File: src/rtl/uart_rx_ctrl.sv
// uart_rx_ctrl: UART receive controller with byte FIFO, error flags and guarded baud switching.
//
// Ports:
//   clk_in       single clock, all logic on the rising edge
//   reset_n      asynchronous active-low reset
//   rx_busy      receiver is mid-frame
//   rx_done      one-cycle pulse, byte complete
//   rx_data      received byte, valid with rx_done
//   rx_stop      sampled stop bit, valid with rx_done
//   baud_req     request to apply baud_sel_in
//   baud_sel_in  requested baud select
//   baud_sel     baud select driven to the receiver
//   rx_enable    receiver enable, low for GUARD cycles while a new baud is applied
//   m_valid      FIFO head valid
//   m_data       FIFO head byte
//   m_ready      consumer accepts head
//   fifo_level   occupied FIFO entries
//   overrun      sticky: byte dropped because the FIFO was full
//   frame_err    sticky: byte discarded because the stop bit was 0
//   clr_err      clears the sticky flags (and err_cnt)
//   err_cnt      saturating error event counter, only with UART_RX_ERR_CNT_EN defined
//
// Optional feature macro: UART_RX_ERR_CNT_EN adds the err_cnt port and its counter.
module uart_rx_ctrl #(
    parameter int DEPTH = 4,
    parameter int GUARD = 16,
    parameter int CNT_W = 8
) (
    input  logic                       clk_in,
    input  logic                       reset_n,
    input  logic                       rx_busy,
    input  logic                       rx_done,
    input  logic [7:0]                 rx_data,
    input  logic                       rx_stop,
    input  logic                       baud_req,
    input  logic [1:0]                 baud_sel_in,
    output logic [1:0]                 baud_sel,
    output logic                       rx_enable,
    output logic                       m_valid,
    output logic [7:0]                 m_data,
    input  logic                       m_ready,
    output logic [$clog2(DEPTH+1)-1:0] fifo_level,
    output logic                       overrun,
    output logic                       frame_err,
    input  logic                       clr_err
`ifdef UART_RX_ERR_CNT_EN
    ,
    output logic [CNT_W-1:0]           err_cnt
`endif
);
    localparam int AW = (DEPTH > 1) ? $clog2(DEPTH) : 1;
    localparam int LW = $clog2(DEPTH + 1);
    localparam int GW = $clog2(GUARD + 1);

    typedef enum logic [1:0] {RUN, DRAIN, SWITCH} state_t;

    state_t        state, state_nxt;
    logic [1:0]    lat, lat_nxt;
    logic [GW-1:0] guard, guard_nxt;
    logic [7:0]    mem [DEPTH];
    logic [AW-1:0] wr_ptr, rd_ptr;
    logic          accept, pop, full, push, frame_ev, overrun_ev;

    // ---------------- baud switch FSM ----------------
    always_ff @(posedge clk_in or negedge reset_n) begin
        if (!reset_n) begin
            state <= RUN;
            lat   <= 2'b00;
            guard <= '0;
        end else begin
            state <= state_nxt;
            lat   <= lat_nxt;
            guard <= guard_nxt;
        end
    end

    always_comb begin
        state_nxt = state;
        lat_nxt   = lat;
        guard_nxt = '0;
        case (state)
            RUN: begin
                if (baud_req) begin
                    lat_nxt   = baud_sel_in;
                    state_nxt = rx_busy ? DRAIN : SWITCH;
                end
            end
            DRAIN: begin
                if (!rx_busy) state_nxt = SWITCH;
            end
            SWITCH: begin
                // guard counts the SWITCH cycles already spent; leave after GUARD of them
                guard_nxt = guard + GW'(1);
                if (guard == GW'(GUARD - 1)) begin
                    state_nxt = RUN;
                    guard_nxt = '0;
                end
            end
            default: state_nxt = RUN;
        endcase
    end

    assign rx_enable = (state != SWITCH);

    // The new baud select is applied on the same edge that enters SWITCH, so the
    // receiver sees it together with rx_enable dropping.
    always_ff @(posedge clk_in or negedge reset_n) begin
        if (!reset_n) baud_sel <= 2'b00;
        else if (state != SWITCH && state_nxt == SWITCH) baud_sel <= lat_nxt;
    end

    // ---------------- byte acceptance ----------------
    assign accept     = rx_done && (state != SWITCH);
    assign pop        = m_valid && m_ready;
    assign full       = (fifo_level == LW'(DEPTH));
    // a pop in the same cycle frees the slot, so a full FIFO can still take the byte
    assign push       = accept && rx_stop && (!full || pop);
    assign overrun_ev = accept && rx_stop && full && !pop;
    assign frame_ev   = accept && !rx_stop;

    // ---------------- FIFO ----------------
    always_ff @(posedge clk_in) begin
        if (push) mem[wr_ptr] <= rx_data;
    end

    always_ff @(posedge clk_in or negedge reset_n) begin
        if (!reset_n) begin
            wr_ptr     <= '0;
            rd_ptr     <= '0;
            fifo_level <= '0;
        end else begin
            if (push) wr_ptr <= wr_ptr + AW'(1);
            if (pop) rd_ptr <= rd_ptr + AW'(1);
            fifo_level <= fifo_level + LW'(push) - LW'(pop);
        end
    end

    assign m_valid = (fifo_level != '0);
    assign m_data  = mem[rd_ptr];

    // ---------------- sticky error flags ----------------
    // a new event wins over a simultaneous clear
    always_ff @(posedge clk_in or negedge reset_n) begin
        if (!reset_n) begin
            overrun   <= 1'b0;
            frame_err <= 1'b0;
        end else begin
            overrun   <= overrun_ev || (overrun && !clr_err);
            frame_err <= frame_ev || (frame_err && !clr_err);
        end
    end

`ifdef UART_RX_ERR_CNT_EN
    // frame and overrun events are mutually exclusive, so at most one count per cycle
    always_ff @(posedge clk_in or negedge reset_n) begin
        if (!reset_n) err_cnt <= '0;
        else if (frame_ev || overrun_ev) err_cnt <= clr_err ? CNT_W'(1) : (&err_cnt ? err_cnt : err_cnt + CNT_W'(1));
        else if (clr_err) err_cnt <= '0;
    end
`endif

endmodule

File: config.mk
export PLATFORM = sky130hd
export DESIGN_NAME = uart_rx_ctrl
export DESIGN_NICKNAME = d
export VERILOG_FILES = /design/src/rtl/uart_rx_ctrl.sv
export SDC_FILE = /design/constraint.sdc
export NUM_CORES = 1
export LEC_CHECK = 0
export CAP_MARGIN = 20
export CORE_UTILIZATION = 56
export CTS_CLUSTER_DIAMETER = 30
export CTS_CLUSTER_SIZE = 14
export DETAILED_ROUTE_END_ITERATION = 6
export PLACE_DENSITY = 0.86
export SYNTH_ARGS = -nofsm -noshare
export SYNTH_HDL_FRONTEND = slang
export SYNTH_SLANG_ARGS = --single-unit
File: constraint.sdc
create_clock -name clk_in -period 6.1 [get_ports clk_in]
set_input_delay 1.22 -clock clk_in [delete_from_list [all_inputs] [get_ports clk_in]]
set_output_delay 1.22 -clock clk_in [all_outputs]
set_load 0.005 [all_outputs]
==> run metrics <==
status=complete, no violations; CTS-repair resized insts=0; CTS tree=yes; clock root buffer=clkbuf_8; PwrDens=410 mW/mm^2; post-route setup TNS=0 ns; worst hold start=guard[0]$_DFF_PN0_; crit path from=rd_ptr[0]$_DFFE_PN0N_; Fin Clk Skew=0.00434 ns; YS warnings=0; diodes inserted=0; WL met1=1360 microns; DRC violations left=0; Die Span Y=63.8 microns; Switching Fraction=29.5%; mapped cell area=0.00214 sq mm; Final WS setup=2.80 ns; TritonCTS Sinks=52; antenna-violating nets left=0; Top Layer Used=met4; DP HPWL=2490 microns; DR WL/cell=15.9 microns; Die Wd=63.8 microns; Fin. Hold Viols=0; largest net degree at the start of global routing=21; WS Path Type=flop to output port; internal cell power=752 uW; Mapped Cells=128; clock power share=17.7%; input/output buffers=34; CP Max Fanout=10; dominant cells by area after synthesis=edfxtp_1 (45%), dfrtp_1 (23%), mux4_2 (8.4%), ha_1 (4.1%), inv_1 (1.8%); Routed WL=3430 microns; Post-CTS Hold Buffers=0; Pre-antenna DRT Iters=4; post-synth top area share=45.0%; Area Growth Syn to Fin=22.0%; RSZ-0062 raised after global routing=no; period utilization=54.0%; Synth Register Bits=52; initial antenna violation count=0; Routed met2 length=1870 microns; H-Tree Depth=2; combinational power share=33.1%; Syn Area/Cell=16.7 sq um; first-pass GRT wire length=5840 microns; register area=0.00146 sq mm; Clk Latency, worst-skew pair=0.30 ns; Die Area=0.00406 sq mm; grt total ovfl=0; Reg clk slew, reported paths=0.09 ns; post-DR vias/cell=5.51; CORE AREA=0.00366 sq mm; nets=192; Critical Path Sink Type=output port; maximum vdd drop=0.225 mV; initial core utilization=58.3%; DP Worst Slack=2.51 ns; dpl cells=207; dpl cell area=0.00252 sq mm; cts bufs inserted=5; share of layout cells above drive strength 1=14.4%; minimum clock period=3.30 ns; worst hold path class=flop to flop; FILL cells=223; routed wl met3=143 microns; synth unique cells=30; Lkg Pwr=0.972 nW; multi-input gate area in the final layout=617 sq um; final instance area=0.00261 sq mm; IO Pins=35; Worst EP required=4.88 ns; vias in the first global route=1,256; Sequential Power Share=49.2%; pins over their slew limit=0; post-synthesis sequential area ratio=68.4%; FP Rows=22; Final setup viols=0; maximum clock frequency=303 MHz; Final GP Congestion=0.823; Worst Setup Start Kind=flop; Tot GR Track Use=19.8%; Worst Max-Slew Pin Slew=0.891 ns; critical path data arrival time=2.08 ns; Non-Filler Instances=215; clock tree buffer depth=2; syn_nets=154; Max-slew headroom=40.4%; Setup Buffers After CTS=0; r2r startpoint=fifo_level[1]$_DFF_PN0_; Max-cap violations=0; Switch Pwr=315 uW; Synth area leader=edfxtp_1; initial drt markers=56; Via Count=1,184
[final cells by class]
class,instances,share of cell area [%]
sequential,52,56.1
multi-input combinational,63,23.7
timing repair buffer,34,13.1
clock buffer,6,2.79
tap,48,2.31
inverter,10,1.44
clock inverter,2,0.624
[registers in the layout, summed over array words and instances (netlist names)]
register,count
rd_ptr,2
wr_ptr,2
mem,32
overrun,1
guard,5
frame_err,1
baud_sel,2
fifo_level,3
lat,2
state,2
[kinds of logic (layout without fill, tap and decap cells)]
logic type,Yosys count,after routing,share of synthesized area (%)
DFF,52,52,68.4
AOI/OAI and AO/OA,13,13,3.98
adders and majority gates,8,8,5.04
and+or+nand+nor,24,24,6.80
buffers and inverters,13,52,2.69
muxes,11,11,10.2
xor gates and xnor gates,7,7,2.87
[final timing paths]
path	endpoint	slack, ns	depth (start not counted)
setup / recovery	m_data[6]	2.80	2
hold / removal	guard[0]$_DFF_PN0_	0.49	1
setup reg to reg	fifo_level[2]$_DFF_PN0_	3.67	9
hold reg to reg	guard[0]$_DFF_PN0_	0.49	1
max in group asynchronous	baud_sel[1]$_DFFE_PN0P_	4.13	1
min in group asynchronous	fifo_level[2]$_DFF_PN0_	1.42	1
[synth_stat cells]
cell type,instances
and4_4,1
and3_1,1
nand2_1,2
buf_2,1
o31ai_1,1
o21ai_0,3
or4b_4,1
nor2_1,6
a31oi_1,4
edfxtp_1,32
o31a_2,1
nor2b_1,3
ha_1,7
xnor2_1,4
inv_1,10
nor3b_1,2
xor2_1,3
and2_1,2
mux2_2,2
o22ai_1,2
mux4_2,8
mux2_4,1
o21a_1,2
nand3_1,3
buf_1,1
fa_1,1
or3_2,1
and2_2,2
dfrtp_1,20
buf_6,1
[power by group through the flow]
stage	Combinational, mW	Clock (mW)	Sequential (mW)
2_1_floorplan	0.225	0	0.491
3_3_place_gp	0.335	0	0.526
3_5_place_dp	0.357	0	0.534
4_1_cts	0.360	0.196	0.526
5_1_grt	0.389	0.208	0.540
6_report	0.353	0.189	0.525
[critical path, stage by stage (launching register included)]
cell and delay [ns]:
dfrtp_1 0.73, mux4_2 0.59, clkdlybuf4s50_1 0.46
[layout by cell type, fill, tap and decap left out, drive strengths merged]
cell,netlist,routed
nor2,6,6
inv,10,10
clkdlybuf4s50,0,34
mux2,3,3
fa,1,1
or4b,1,1
xnor2,4,4
and4,1,1
o31a,1,1
o31ai,1,1
o22ai,2,2
clkinv,0,1
xor2,3,3
o21a,2,2
and2,4,4
mux4,8,8
o21ai,3,3
ha,7,7
a31oi,4,4
nand2,2,2
nor3b,2,2
clkbuf,0,6
dfrtp,20,20
or3,1,1
edfxtp,32,32
nor2b,3,3
nand3,3,3
clkinvlp,0,1
and3,1,1
[metrics by stage]
stage	utilization, %	power (mW)	hold slack [ns]
after CTS	71.2	1.08	0.487
final	71.2	1.07	0.488
after floorplan	-	0.716	0.433
after detailed placement	68.7	0.891	0.475
after global routing	71.2	1.14	0.516
after global placement	68.7	0.861	0.444
[metal layers]
layer / up-vias / track usage [%]
met3: 6 / 2.86
met4: 0 / 9.38
met1: 588 / 24.5
met5: - / 0
li1: 549 / -
met2: 41 / 34.3
Power figures use the tool's default switching activity.
